[config.mk]
export PLATFORM = sky130hd
export DESIGN_NAME = ysyx_25040111_lsu_store_flat
export DESIGN_NICKNAME = d
export VERILOG_FILES = /design/src/rtl/ysyx_25040111_lsu_store_if.sv /design/src/rtl/ysyx_25040111_lsu_store.sv /design/src/flat_wrapper.sv
export SDC_FILE = /design/constraint.sdc
export NUM_CORES = 1
export LEC_CHECK = 0
export CAP_MARGIN = 20
export CORE_AREA = 4 4 98 100
export DETAILED_ROUTE_END_ITERATION = 8
export DIE_AREA = 0 0 102 104
export PLACE_DENSITY = 0.76
export SLEW_MARGIN = 30
export SYNTH_ARGS = -nofsm -noshare
export SYNTH_HDL_FRONTEND = slang
export SYNTH_SLANG_ARGS = --single-unit
[constraint.sdc]
create_clock -name clk -period 2.5 [get_ports clk]
set_input_delay 0.5 -clock clk [delete_from_list [all_inputs] [get_ports clk]]
set_output_delay 0.5 -clock clk [all_outputs]
set_load 0.01 [all_outputs]
[src/rtl/ysyx_25040111_lsu_store_if.sv]
// Handshake bundles for the store executor.
// req_if : EXU/LSU request + completion (master = issuer, slave = store executor).
// axi_if : AXI4-Lite write channels AW/W/B (master = store executor, slave = memory).
interface ysyx_25040111_lsu_store_req_if;
  logic        req_valid;
  logic        req_ready;
  logic [31:0] req_addr;
  logic [31:0] req_data;
  logic [1:0]  req_size;
  logic        resp_valid;
  logic        resp_ready;
  logic        resp_err;
  logic [1:0]  resp_code;

  modport master (
    output req_valid, req_addr, req_data, req_size, resp_ready,
    input  req_ready, resp_valid, resp_err, resp_code
  );
  modport slave (
    input  req_valid, req_addr, req_data, req_size, resp_ready,
    output req_ready, resp_valid, resp_err, resp_code
  );
endinterface

interface ysyx_25040111_lsu_store_axi_if;
  logic        awvalid;
  logic        awready;
  logic [31:0] awaddr;
  logic        wvalid;
  logic        wready;
  logic [31:0] wdata;
  logic [3:0]  wstrb;
  logic        bvalid;
  logic        bready;
  logic [1:0]  bresp;

  modport master (
    output awvalid, awaddr, wvalid, wdata, wstrb, bready,
    input  awready, wready, bvalid, bresp
  );
  modport slave (
    input  awvalid, awaddr, wvalid, wdata, wstrb, bready,
    output awready, wready, bvalid, bresp
  );
endinterface

[src/rtl/ysyx_25040111_lsu_store.sv]
// Store executor: one sb/sh/sw request -> one AXI4-Lite write (AW, W, B) -> one response.
// Latency: zero-wait slave gives resp_valid 3 cycles after accept; illegal request 1 cycle.
// Backpressure: req_ready only in IDLE; AW/W valids held until their own handshake; resp held until resp_ready.
// Ports: clk, rst (sync, active-high); req (slave side of req_if); axi (master side of axi_if).
module ysyx_25040111_lsu_store #(
  parameter int unsigned TIMEOUT = 255  // cycles allowed in SEND+WAIT_B; 0 disables
) (
  input  logic                                 clk,
  input  logic                                 rst,
  ysyx_25040111_lsu_store_req_if.slave  req,
  ysyx_25040111_lsu_store_axi_if.master axi
);

  typedef enum logic [1:0] {S_IDLE, S_SEND, S_WAIT_B, S_RESP} state_t;

  localparam int unsigned   CW      = (TIMEOUT < 2) ? 1 : $clog2(TIMEOUT + 1);
  localparam logic [CW-1:0] TO_LAST = CW'(TIMEOUT - 1);
  localparam bit            TO_EN   = (TIMEOUT != 0);

  state_t        r_state;
  logic [CW-1:0] r_cnt;
  logic          r_req_ready;
  logic          r_resp_valid;
  logic          r_resp_err;
  logic [1:0]    r_resp_code;
  logic          r_awvalid;
  logic          r_wvalid;
  logic          r_bready;
  logic [31:0]   r_awaddr;
  logic [31:0]   r_wdata;
  logic [3:0]    r_wstrb;

  logic          w_legal;
  logic [31:0]   w_wdata;
  logic [3:0]    w_wstrb;
  logic          w_timeout;
  logic          w_aw_left;
  logic          w_w_left;
  logic          w_unused;

  // Only bresp[1] distinguishes OKAY/EXOKAY from SLVERR/DECERR.
  assign w_unused = axi.bresp[0];

  // Lane replication and strobe from the request size and byte offset.
  always_comb begin
    w_legal = 1'b0;
    w_wdata = req.req_data;
    w_wstrb = 4'b0000;
    case (req.req_size)
      2'b00: begin
        w_legal = 1'b1;
        w_wdata = {4{req.req_data[7:0]}};
        w_wstrb = 4'b0001 << req.req_addr[1:0];
      end
      2'b01: begin
        w_legal = ~req.req_addr[0];
        w_wdata = {2{req.req_data[15:0]}};
        w_wstrb = 4'b0011 << req.req_addr[1:0];
      end
      2'b10: begin
        w_legal = (req.req_addr[1:0] == 2'b00);
        w_wdata = req.req_data;
        w_wstrb = 4'b1111;
      end
      default: w_legal = 1'b0;
    endcase
  end

  // The count covers every cycle spent in SEND/WAIT_B; the cycle where it
  // sits on TIMEOUT-1 is the last one allowed.
  assign w_timeout = TO_EN && (r_cnt == TO_LAST);
  // A channel is still outstanding if its valid is up and this edge does not complete it.
  assign w_aw_left = r_awvalid & ~axi.awready;
  assign w_w_left  = r_wvalid  & ~axi.wready;

  always_ff @(posedge clk) begin
    if (rst) begin
      r_state      <= S_IDLE;
      r_cnt        <= '0;
      r_req_ready  <= 1'b1;
      r_resp_valid <= 1'b0;
      r_resp_err   <= 1'b0;
      r_resp_code  <= 2'b00;
      r_awvalid    <= 1'b0;
      r_wvalid     <= 1'b0;
      r_bready     <= 1'b0;
      r_awaddr     <= '0;
      r_wdata      <= '0;
      r_wstrb      <= '0;
    end else begin
      case (r_state)
        S_IDLE: begin
          if (req.req_valid) begin
            r_req_ready <= 1'b0;
            if (w_legal) begin
              r_state   <= S_SEND;
              r_cnt     <= '0;
              r_awvalid <= 1'b1;
              r_wvalid  <= 1'b1;
              r_awaddr  <= {req.req_addr[31:2], 2'b00};
              r_wdata   <= w_wdata;
              r_wstrb   <= w_wstrb;
            end else begin
              r_state      <= S_RESP;
              r_resp_valid <= 1'b1;
              r_resp_err   <= 1'b1;
              r_resp_code  <= 2'b01;
            end
          end
        end
        S_SEND: begin
          r_awvalid <= w_aw_left;
          r_wvalid  <= w_w_left;
          if (w_timeout) begin
            r_awvalid    <= 1'b0;
            r_wvalid     <= 1'b0;
            r_state      <= S_RESP;
            r_resp_valid <= 1'b1;
            r_resp_err   <= 1'b1;
            r_resp_code  <= 2'b11;
          end else begin
            r_cnt <= r_cnt + 1'b1;
            if (!w_aw_left && !w_w_left) begin
              r_state  <= S_WAIT_B;
              r_bready <= 1'b1;
            end
          end
        end
        S_WAIT_B: begin
          // A B response on the final allowed cycle takes precedence over the timeout.
          if (axi.bvalid) begin
            r_bready     <= 1'b0;
            r_state      <= S_RESP;
            r_resp_valid <= 1'b1;
            r_resp_err   <= axi.bresp[1];
            r_resp_code  <= axi.bresp[1] ? 2'b10 : 2'b00;
          end else if (w_timeout) begin
            r_bready     <= 1'b0;
            r_state      <= S_RESP;
            r_resp_valid <= 1'b1;
            r_resp_err   <= 1'b1;
            r_resp_code  <= 2'b11;
          end else begin
            r_cnt <= r_cnt + 1'b1;
          end
        end
        S_RESP: begin
          if (req.resp_ready) begin
            r_state      <= S_IDLE;
            r_resp_valid <= 1'b0;
            r_resp_err   <= 1'b0;
            r_resp_code  <= 2'b00;
            r_req_ready  <= 1'b1;
          end
        end
        default: r_state <= S_IDLE;
      endcase
    end
  end

  assign req.req_ready  = r_req_ready;
  assign req.resp_valid = r_resp_valid;
  assign req.resp_err   = r_resp_err;
  assign req.resp_code  = r_resp_code;
  assign axi.awvalid    = r_awvalid;
  assign axi.awaddr     = r_awaddr;
  assign axi.wvalid     = r_wvalid;
  assign axi.wdata      = r_wdata;
  assign axi.wstrb      = r_wstrb;
  assign axi.bready     = r_bready;

endmodule

[src/flat_wrapper.sv]
// flat-port wrapper written by rule: the top's interface ports become plain ports
module ysyx_25040111_lsu_store_flat 
#(
  parameter int unsigned TIMEOUT = 255                                              
)
  (clk, rst, req_req_valid, req_req_addr, req_req_data, req_req_size, req_resp_ready, req_req_ready, req_resp_valid, req_resp_err, req_resp_code, axi_awvalid, axi_awaddr, axi_wvalid, axi_wdata, axi_wstrb, axi_bready, axi_awready, axi_wready, axi_bvalid, axi_bresp);
  ysyx_25040111_lsu_store_req_if req_i ();
  ysyx_25040111_lsu_store_axi_if axi_i ();
  input  logic clk;
  input  logic rst;
  input wire logic [$bits(req_i.req_valid)-1:0] req_req_valid;
  input wire logic [$bits(req_i.req_addr)-1:0] req_req_addr;
  input wire logic [$bits(req_i.req_data)-1:0] req_req_data;
  input wire logic [$bits(req_i.req_size)-1:0] req_req_size;
  input wire logic [$bits(req_i.resp_ready)-1:0] req_resp_ready;
  output wire logic [$bits(req_i.req_ready)-1:0] req_req_ready;
  output wire logic [$bits(req_i.resp_valid)-1:0] req_resp_valid;
  output wire logic [$bits(req_i.resp_err)-1:0] req_resp_err;
  output wire logic [$bits(req_i.resp_code)-1:0] req_resp_code;
  output wire logic [$bits(axi_i.awvalid)-1:0] axi_awvalid;
  output wire logic [$bits(axi_i.awaddr)-1:0] axi_awaddr;
  output wire logic [$bits(axi_i.wvalid)-1:0] axi_wvalid;
  output wire logic [$bits(axi_i.wdata)-1:0] axi_wdata;
  output wire logic [$bits(axi_i.wstrb)-1:0] axi_wstrb;
  output wire logic [$bits(axi_i.bready)-1:0] axi_bready;
  input wire logic [$bits(axi_i.awready)-1:0] axi_awready;
  input wire logic [$bits(axi_i.wready)-1:0] axi_wready;
  input wire logic [$bits(axi_i.bvalid)-1:0] axi_bvalid;
  input wire logic [$bits(axi_i.bresp)-1:0] axi_bresp;
  assign req_i.req_valid = req_req_valid;
  assign req_i.req_addr = req_req_addr;
  assign req_i.req_data = req_req_data;
  assign req_i.req_size = req_req_size;
  assign req_i.resp_ready = req_resp_ready;
  assign req_req_ready = req_i.req_ready;
  assign req_resp_valid = req_i.resp_valid;
  assign req_resp_err = req_i.resp_err;
  assign req_resp_code = req_i.resp_code;
  assign axi_awvalid = axi_i.awvalid;
  assign axi_awaddr = axi_i.awaddr;
  assign axi_wvalid = axi_i.wvalid;
  assign axi_wdata = axi_i.wdata;
  assign axi_wstrb = axi_i.wstrb;
  assign axi_bready = axi_i.bready;
  assign axi_i.awready = axi_awready;
  assign axi_i.wready = axi_wready;
  assign axi_i.bvalid = axi_bvalid;
  assign axi_i.bresp = axi_bresp;
  ysyx_25040111_lsu_store #(.TIMEOUT(TIMEOUT)) u_core (.clk(clk), .rst(rst), .req(req_i), .axi(axi_i));
endmodule
# Word-level counts from Yosys, hierarchy flattened
# Index checks and enable logic that the tools add are counted.
# Widths: inputs -> output; s select.
# totals
register_bits,84
elab_cells,97
output_inout_bits,76
# op_classes
eq_ne,15
bitwise_logic,5
n_mux,45
n_addsub,1
n_reduce_logical,17
n_shift,2
# op_table
cell,count
$pmux 32 s2,1
$mux 8,4
$mux 2,12
$pmux 8 s3,1
$mux 1,17
$pmux 2 s4,2
$pmux 4 s3,1
$reduce_and 3->1,4
$reduce_and 4->1,3
$ne 2x2->1 const B,5
$add 8x1->8 const B,1
$eq 8x8->1 const B,1
$pmux 1 s2,4
$pmux 1 s4,2
$eq 2x2->1 const B,3
$logic_not 2->1,3
$reduce_bool 2->1,3
$eq 2x1->1 const B,2
$ne 2x1->1 const B,2
$shl 1x2->4 const A,1
$shl 2x2->4 const A,1
$ne 3x1->1 const B,1
$ne 3x2->1 const B,1
$not 1->1,3
other kinds (5),7

# Depth between registers and ports, before layout
# depth
ltp_word,7
depth_mapped,8
ltp_nobuf,7

# Least setup slack after synthesis
# OpenSTA, ideal clock, no wires.
# synth_timing
kind,input to register
from,input req_req_size[0]
to,register u_core.r_cnt[1]
arrival_ps,1897
required_time_ps,2412
setup_ps,88
slack_ps,515
cell_stages,5
cell_sequence,or4b_1 > o311a_2 > nand2b_4 > or3b_4 > o32ai_2
# synth_between
elab_chain_len,4
word_cells_on_any_way,6
classes_between,eq/ne (3); mux (1); reduce/logical (2)
# synth_lines
element,line,source
"start, declared",flat_wrapper.sv:14,input wire logic [$bits(req_i.req_size)-1:0] req_req_size;
$eq 2x2->1 (tied with other cells),ysyx_25040111_lsu_store.sv:49,case (req.req_size)
$pmux 1 s3 (*),ysyx_25040111_lsu_store.sv:49,
$ne 2x1->1 (no source line) (*),--,
$reduce_and 4->1 (no source line) (*),--,
"end signal, assigned",ysyx_25040111_lsu_store.sv:122,r_cnt <= r_cnt + 1'b1;
"end signal, assigned",ysyx_25040111_lsu_store.sv:144,r_cnt <= r_cnt + 1'b1;
"end, declared",ysyx_25040111_lsu_store.sv:21,logic [CW-1:0] r_cnt;
# Mark *: on every way between the ends. The rest lies on a longest branch, timed or not.
# A chain may end at the register's enable or synchronous reset.

# Worst setup path in the final report
# layout_timing
from,input req_req_size[0]
to,register u_core.r_wdata[15] (netlist: u_core.axi.wdata[15])
# layout_between
elab_chain_len,3
word_cells_on_any_way,6
classes_between,eq/ne (2); mux (2); reduce/logical (2)
# layout_lines
element,line,source
$eq 2x2->1 (tied with other cells),ysyx_25040111_lsu_store.sv:49,
$pmux 1 s3,ysyx_25040111_lsu_store.sv:49,
$reduce_and 3->1 (no source line),--,
"end signal, assigned",ysyx_25040111_lsu_store.sv:101,r_wdata <= w_wdata;
"end, declared",ysyx_25040111_lsu_store.sv:30,logic [31:0] r_wdata;
# Parallel ways exist; a longest one is shown, timed or not.

==> impl_metrics.toml <==
[sta]
grt_setup_unrepaired = "no"
maxSlewHeadroom_pct = 56.0
layout_min_cycle_time_ns = 2.19
worst_pin_slew_ns = 0.661
setup_viol = 0
period_share_pct = 87.7
layout_setup_ws_ns = 0.306
fin_worst_skew_ns = 0.0114
fin_tns_setup_ns = 0
fmax_mhz = 456
hold_violations = 0
maxSlewViolCount = 0
holdWs_ns = 0.457

[synth]
async_flop_share_pct = 0
ys_ff_latch = 84
synth_area_sq_um = 3710
synth_edf_count = 0
synthDistinctLibCells = 43
synth_ff_type = "dfxtp_1"
yosys.area.top_type = "dfxtp_1"
synth_common_cells = "nand2_1, dfxtp_1, a21oi_1"
yosysWarnings = 0
synth_top_area_share_pct = 45.3
synth_cells = 467
synth_area_leaders = "dfxtp_1, nand2_1, a21oi_1"
syn-mean-instance-area_sq_um = 7.95
yosysMostFrequentCell = "nand2_1"
ys_seq_area_share_pct = 45.3

[drt]
drt-total-wl_mm = 11.2
detail_route.first_pass.iterations = 4
drtIter0Drc = 176
drtAntennaViolNets = 0
drc = 0
vias = 3732
post_drt_wl_per_cell_microns = 15.5
vias_per_cell = 5.15

[floorplanning]
die_x_microns = 102
fp.coreArea_sq_um = 8680
dieArea_sq_um = 10600
ios = 151
rows = 34
die_h_microns = 104
start_util_pct = 42.8

[power]
vdd_drop_max_v = 0.000324
leakage_uw = 0.00204
power.density_nw_per_um2 = 789

[clock_network]
root_buffer = "clkbuf_8"
clk_pin_slew_ns = 0.10
cts_hold_buffers = 0
cts_resized = 0
htree_levels = 3
clk_path_buf_depth = 2
cts_buffers = 9
cts.sinks = 84
clk_latency_ns = 0.36
cts_tree = "built"
cts_setup_buffers = 0

[job]
maxCapViolCount = 0

[critical_path]
end_kind = "flop"
arrival_ns = 2.46
cp_max_fo = 36
critPathTopFamily = "simple AND/OR/NAND/NOR gates"
path_class = "in -> reg"
path_buf_inv = 3
path_cells = "clkdlybuf4s50_1 > buf_4 > nor3_1 > or2_2 > and3_2 > buf_12 > nor2_1 > a311oi_1"
slowest_stage = "clkdlybuf4s50_1"
startpoint_type = "input pin"
slowest_delay_ns = 0.46
worstPathRequired_ns = 2.77

[global_routing]
antenna_found_initial = 0
grt_max_degree = 63
first_global_vias = 3596
grt_pass1_wl_mm = 17.6
track_usage_pct = 20.6
overflow = 0

[place]
hpwl_mm = 8.12
port_buffers = 147
dp_cells = 708
dp_worst_setup_slack_ns = -0.00919
routabilityCongestion = 0.855

[final_layout]
layout.cells.non_filler = 724
antennaDiodeCount = 0
drive_gt1_share_pct = 7.47
syn_to_final_growth_pct = 51.0
fin_nets = 693

[run_status]
run_status = "finished, final reports clean"

[hold_path]
hold_path_class = "reg -> reg"
[state kept, by name, summed over array words and instances, names as in the netlist, 2 cells and up]
name,count
u_core.axi.awaddr,30
u_core.r_state,2
u_core.r_cnt,8
u_core.axi.wdata,32
u_core.axi.wstrb,4
u_core.req.resp_code,2
[through the flow]
stage                     util [%]  total power (uW)  instance area, sq um
after floorplan                  -              2560                  3720
after global placement        61.9              3280                  5370
after detailed placement      61.9              3330                  5370
after CTS                     64.6              4450                  5610
after global routing          64.6              4670                  5610
final                         64.6              4430                  5610
[cell usage in the layout, fill, tap and decap left out, types with 3 or more instances in the layout]
master           count
nand2_1            117
mux2i_1             17
nor3_1              10
a21oi_1             58
o21a_1               3
o21ai_0             22
dfxtp_1             84
clkbuf_8             9
a211oi_1            10
buf_4               14
o211ai_1             6
nor2_1              34
nor2b_1              7
buf_12               4
a31o_2               3
ha_1                 7
nand3_1              5
a311oi_1             9
xnor2_1              5
clkinv_4             3
clkdlybuf4s50_1    146
inv_1                7
[report_power, final]
group / switching (uW) / internal [uW] / total (uW) / leakage [uW]
clock: 545 / 580 / 1130 / 0.000117
sequential: 114 / 1530 / 1650 / 0.000685
combinational: 818 / 836 / 1650 / 0.00123
total: 1480 / 2950 / 4430 / 0.00204
[cell type report]
type | instances | area (sq um)
flip-flops and latches | 84 | 1680
clock inverters | 7 | 111
fillers | 775 | 3070
inverters | 8 | 30.0
well taps | 108 | 135
clock buffers | 9 | 124
repair buffers | 165 | 1650
multi-input cells | 343 | 1870
[per-layer routing]
metal,GRT usage [%],routed length [microns],vias to the layer above
met1,25.9,4850,1687
met2,32.3,5140,127
met5,0,0,-
met4,10.3,421,0
met3,5.23,790,27
li1,-,-,1891
[cell families (layout without fill, tap and decap cells)]
family | after synthesis | in the layout | synth area share (%)
adders and majority gates | 7 | 7 | 2.36
muxes | 18 | 18 | 4.89
AOI/OAI and AO/OA | 122 | 122 | 20.1
buffers and inverters | 41 | 189 | 4.38
xor gates and xnor gates | 5 | 5 | 1.18
other | 1 | 2 | 0.101
and+or+nand+nor | 189 | 189 | 21.7
DFF | 84 | 84 | 45.3
[worst paths after layout]
check / startpoint / slack, ns / endpoint / depth (start not counted)
worst max register to register: u_core.r_state[0] / 0.41 / u_core.r_cnt[4] / 7
worst min register to register: u_core.axi.awaddr[18] / 0.46 / u_core.axi.awaddr[18] / 2
worst min-delay path: u_core.axi.awaddr[18] / 0.46 / u_core.axi.awaddr[18] / 2
worst max-delay path: req_req_size[0] / 0.31 / u_core.axi.wdata[15] / 8
[worst reg2reg max path: stages, from the launching register on]
cell     delay (ns)
dfxtp_1        0.41
inv_1          0.12
ha_1           0.30
a21oi_1        0.38
nand3_1        0.18
nor4b_1        0.37
xnor2_1        0.18
nor2_1         0.05
(Power assumes the default switching activity.)
